===== config.mk =====
export PLATFORM = sky130hd
export DESIGN_NAME = sid_filter_sched
export DESIGN_NICKNAME = d
export VERILOG_FILES = /design/src/rtl/sid_filter_sched.sv
export SDC_FILE = /design/constraint.sdc
export NUM_CORES = 1
export LEC_CHECK = 0
export CAP_MARGIN = 30
export CORE_AREA = 2 2 168 170
export DETAILED_ROUTE_END_ITERATION = 8
export DIE_AREA = 0 0 170 172
export PLACE_DENSITY = 0.55
export SYNTH_ARGS = -nofsm -noshare
export SYNTH_HDL_FRONTEND = slang
export SYNTH_SLANG_ARGS = --single-unit

===== constraint.sdc =====
create_clock -name clk -period 1.5 [get_ports clk]
set_input_delay 0.225 -clock clk [delete_from_list [all_inputs] [get_ports clk]]
set_output_delay 0.225 -clock clk [all_outputs]
set_load 0.01 [all_outputs]

===== src/rtl/sid_filter_sched.sv =====
// Sequences the shared sid_filter through an 8-step pass for chip 0, then chip 1, on every ce_1m.
// Mux outputs are combinational from registered chip select; audio is captured at the end of step 6.
// ce_1m is accepted when idle or on the final edge of a pair; otherwise it is ignored and overrun pulses.
module sid_filter_sched #(
    parameter bit DUAL = 1'b1
) (
    input  logic               clk,
    input  logic               reset,
    input  logic               ce_1m,
    input  logic               mode_0,
    input  logic               mode_1,
    input  logic [15:0]        f0_0,
    input  logic [15:0]        f0_1,
    input  logic [7:0]         res_filt_0,
    input  logic [7:0]         res_filt_1,
    input  logic [7:0]         mode_vol_0,
    input  logic [7:0]         mode_vol_1,
    input  logic signed [21:0] v1_0,
    input  logic signed [21:0] v2_0,
    input  logic signed [21:0] v3_0,
    input  logic signed [21:0] ext_0,
    input  logic signed [21:0] v1_1,
    input  logic signed [21:0] v2_1,
    input  logic signed [21:0] v3_1,
    input  logic signed [21:0] ext_1,
    output logic [2:0]         flt_state,
    output logic               flt_mode,
    output logic [15:0]        flt_f0,
    output logic [7:0]         flt_res_filt,
    output logic [7:0]         flt_mode_vol,
    output logic signed [21:0] flt_v1,
    output logic signed [21:0] flt_v2,
    output logic signed [21:0] flt_v3,
    output logic signed [21:0] flt_ext,
    input  logic [17:0]        flt_audio,
    output logic [17:0]        audio_0,
    output logic [17:0]        audio_1,
    output logic               sample_0,
    output logic               sample_1,
    output logic               busy,
    output logic               overrun
);

    logic       chip;
    logic [2:0] step;
    logic       last;

    assign last      = busy && chip && (step == 3'd7);
    assign flt_state = step;

    always_ff @(posedge clk or posedge reset) begin
        if (reset) begin
            busy     <= 1'b0;
            chip     <= 1'b0;
            step     <= 3'd0;
            audio_0  <= 18'd0;
            audio_1  <= 18'd0;
            sample_0 <= 1'b0;
            sample_1 <= 1'b0;
            overrun  <= 1'b0;
        end else begin
            sample_0 <= 1'b0;
            sample_1 <= 1'b0;
            overrun  <= ce_1m && busy && !last;
            if (ce_1m && (!busy || last)) begin
                busy <= 1'b1;
                chip <= 1'b0;
                step <= 3'd0;
            end else if (last) begin
                busy <= 1'b0;
                chip <= 1'b0;
                step <= 3'd0;
            end else if (busy) begin
                {chip, step} <= {chip, step} + 4'd1;
            end
            // Filter output for the active chip is valid throughout step 6
            if (busy && (step == 3'd6)) begin
                if (!chip) begin
                    audio_0  <= flt_audio;
                    sample_0 <= 1'b1;
                end else begin
                    audio_1  <= DUAL ? flt_audio : 18'd0;
                    sample_1 <= 1'b1;
                end
            end
        end
    end

    always_comb begin
        flt_mode     = mode_0;
        flt_f0       = f0_0;
        flt_res_filt = res_filt_0;
        flt_mode_vol = mode_vol_0;
        flt_v1       = v1_0;
        flt_v2       = v2_0;
        flt_v3       = v3_0;
        flt_ext      = ext_0;
        if (chip) begin
            if (DUAL) begin
                flt_mode     = mode_1;
                flt_f0       = f0_1;
                flt_res_filt = res_filt_1;
                flt_mode_vol = mode_vol_1;
                flt_v1       = v1_1;
                flt_v2       = v2_1;
                flt_v3       = v3_1;
                flt_ext      = ext_1;
            end else begin
                // Single-chip build still runs the chip-1 pass to keep filter state pairing
                flt_f0       = 16'd0;
                flt_res_filt = 8'd0;
                flt_mode_vol = 8'd0;
                flt_v1       = 22'sd0;
                flt_v2       = 22'sd0;
                flt_v3       = 22'sd0;
                flt_ext      = 22'sd0;
            end
        end
    end

endmodule


==> impl_metrics.env <==
export IMPL_die_area_sq_mm=0.02924
export IMPL_clockBufferDepth=2
export IMPL_grt_max_degree=39
export IMPL_antenna_left=0
export IMPL_ff2ff_path_depth=7
export IMPL_synth_top_area_frac=0.4812
export IMPL_port_buffer_count=426
export IMPL_yosys_warnings=0
export IMPL_slew_violations=0
export IMPL_multi_input_area_sq_mm=0.002126
export IMPL_core_sq_mm=0.02748
export IMPL_yosys_top_cells_count="mux2_2, dfrtp_1, mux2_4"
export IMPL_start_kind="register"
export IMPL_synth_edf_count=0
export IMPL_setup_viol=157
export IMPL_synth_top_cell_by_area="mux2_2"
export IMPL_postSynthAreaPerCell_sq_um=13.33
export IMPL_synth_distinct_cells=22
export IMPL_path_clk_slew_ps=60
export IMPL_area_growth_pct=177.8
export IMPL_cts_sinks=44
export IMPL_maxCapViolCount=0
export IMPL_wirelength_microns=20200
export IMPL_synthesis_area_sq_mm=0.003253
export IMPL_endpoint="flt_ext[19]"
export IMPL_report_final_hold_viol_count=0
export IMPL_required_ps=1270
export IMPL_rr_startpoint="chip"
export IMPL_synth_seq_area_share=0.3385
export IMPL_finalSetupTns_ps=-43910
export IMPL_antenna_found_initial=1
export IMPL_drt_pass1_iter_count=4
export IMPL_hold_buffers=0
export IMPL_cts_root_buf="clkbuf_16"
export IMPL_synth_ff_type="dfrtp_1"
export IMPL_drt_met1_wl_microns=8064
export IMPL_routedWlPerCell_microns=19.18
export IMPL_n_fill_cell=2825
export IMPL_critPathArrivalTime_ps=1650
export IMPL_die_x_microns=170
export IMPL_reg2reg_to="audio_1[17]"
export IMPL_p_leak_nw=3.846
export IMPL_met3_length_microns=1640
export IMPL_relSlewSlack=0.8311
export IMPL_gp_congestion=0.8383
export IMPL_violations="negative setup slack"
export IMPL_max_slew_worst_pin_slew_ps=254.4
export IMPL_cts_tree="yes"
export IMPL_numCtsBuffers=5
export IMPL_power_density_mw_per_mm2=1507
export IMPL_drt_iter0_drc=105
export IMPL_synth_fp_nets=510
export IMPL_holdWs_ps=161.0
export IMPL_cts_max_level=2
export IMPL_crit_type="reg -> out"
export IMPL_yosys_cell_count_top_type="mux2_2"
export IMPL_wl_met2_microns=10270
export IMPL_regArea_sq_mm=0.001107
export IMPL_vias=3879
export IMPL_die_h_microns=172
export IMPL_crit_start="chip"
export IMPL_drive_gt1_frac=0.4915
export IMPL_grt_first_pass_wirelength_microns=27940
export IMPL_ir_worst_vdd_v=0.0005243
export IMPL_max_freq_ghz=0.5338
export IMPL_synth_area_leaders="mux2_2, dfrtp_1, mux2_4"
export IMPL_worstPathMaxFanout=6
export IMPL_rsz0062_at_grt="yes"
export IMPL_boundaryPins=427
export IMPL_fin_util=0.3289
export IMPL_finalCriticalPeriod_ps=1874
export IMPL_drc_errors=0
export IMPL_dpl_hpwl_microns=16250
export IMPL_layout_nets=971
export IMPL_floorplan_initialDensity=0.1184
export IMPL_r2r_slack_ps=-260
export IMPL_syn_inst=244
export IMPL_highest_layer="met4"
export IMPL_fin_skew_ps=1.977
export IMPL_clk_latency_ps=280
export IMPL_hold_path_class="in -> async"
export IMPL_period_share=1.249
export IMPL_rows=61
export IMPL_setup_worst_path_end_class="primary output"
export IMPL_async_flop_share=1.000
export IMPL_track_usage=0.1299
export IMPL_grt_pass1_vias=4227
export IMPL_viasPerCell=3.684
export IMPL_outcome="finished with violations"
export IMPL_worst_slack_ps=-373.5
export IMPL_ys_seq_elements=44
export IMPL_grt_overflow=0
## placed cells by master (no fill, tap or decap), types with 2 or more instances in the layout
master,count
dfrtp_2,2
buf_12,20
ha_1,2
buf_2,6
clkdlybuf4s50_1,299
mux2_2,118
buf_8,2
a31oi_1,2
buf_16,4
dfrtp_1,41
dlymetal6s2s_1,2
inv_2,4
clkbuf_16,8
buf_4,7
nand2_4,2
buf_6,125
dlygate4sd2_1,3
mux2_4,39
## sequential cells by signal, indices dropped and copies added, names as in the netlist
| name | flops |
|---|---|
| audio_0 | 18 |
| audio_1 | 18 |
| flt_state | 3 |
| busy | 1 |
| chip | 1 |
| overrun | 1 |
| sample_0 | 1 |
| sample_1 | 1 |
## cell families (layout without fill, tap and decap cells)
logic type,after synthesis,after routing,share of synthesized area
multiplexers,158,158,0.5673
other,0,1,0
adder cells (fa/ha/maj),3,3,0.01154
buffers and inverters,22,484,0.04346
flip-flops,44,44,0.3385
AO/OA/AOI/OAI,6,6,0.01115
AND/OR/NAND/NOR,11,11,0.02808
## routing by layer
metal / GRT usage / vias to the layer above
li1: - / 1824
met1: 0.1582 / 1862
met2: 0.2296 / 181
met3: 0.04005 / 12
met4: 0.01932 / 0
met5: 0 / -
## power breakdown
| part | internal [mW] | switching [mW] | total (mW) |
|---|---|---|---|
| Combinational | 6.63 | 3.56 | 10.2 |
| Sequential | 1.79 | 0.369 | 2.16 |
| Clock | 0.792 | 0.489 | 1.28 |
| Total | 9.21 | 4.42 | 13.6 |
## layout make-up
type | instances | share of cell area
antenna | 1 | 0.0002769
clock buffer | 5 | 0.01384
clock inverter | 3 | 0.005123
inverter | 4 | 0.001661
multi-input combinational | 178 | 0.2352
sequential | 44 | 0.1225
tap | 346 | 0.04790
timing repair buffer | 472 | 0.5734
## how the worst min path moves through the flow
stage	start	to	slack [ps]	cells past startpoint
5_1_grt	reset	chip	160	2
2_1_floorplan	ce_1m	flt_state[2]	330	1
6_report	reset	overrun	160	2
3_5_place_dp	reset	overrun	460	2
3_3_place_gp	reset	flt_state[2]	460	2
4_1_cts	reset	overrun	160	2
## timing repair
item / CTS / global route
pin swaps: 1 / 3
cloned: 10 / 1
endpoints found under the setup margin: 160 / 164
hold endpoints to repair: 0 / 0
setup buffers: 17 / 5
gates resized for setup: 657 / 26
## worst max-delay path, cell delays in order, from the launching register on
cell and delay (ps):
dfrtp_4 500, buf_12 160, buf_12 140, buf_16 130, mux2_4 300, buf_6 120
## through the flow
stage | setup WS, ps | instance area, sq um | power (mW) | std cells
finish | -373.5 | 9037 | 13.62 | 1053
global route | -425.7 | 9035 | 14.41 | 1052
CTS | -391.3 | 8971 | 13.74 | 1050
detailed placement | -416.6 | 8054 | 10.38 | 1015
global placement | -409.7 | 8054 | 10.36 | 1015
floorplan | 25.36 | 3271 | 5.898 | 244
Power figures use the tool's default switching activity.
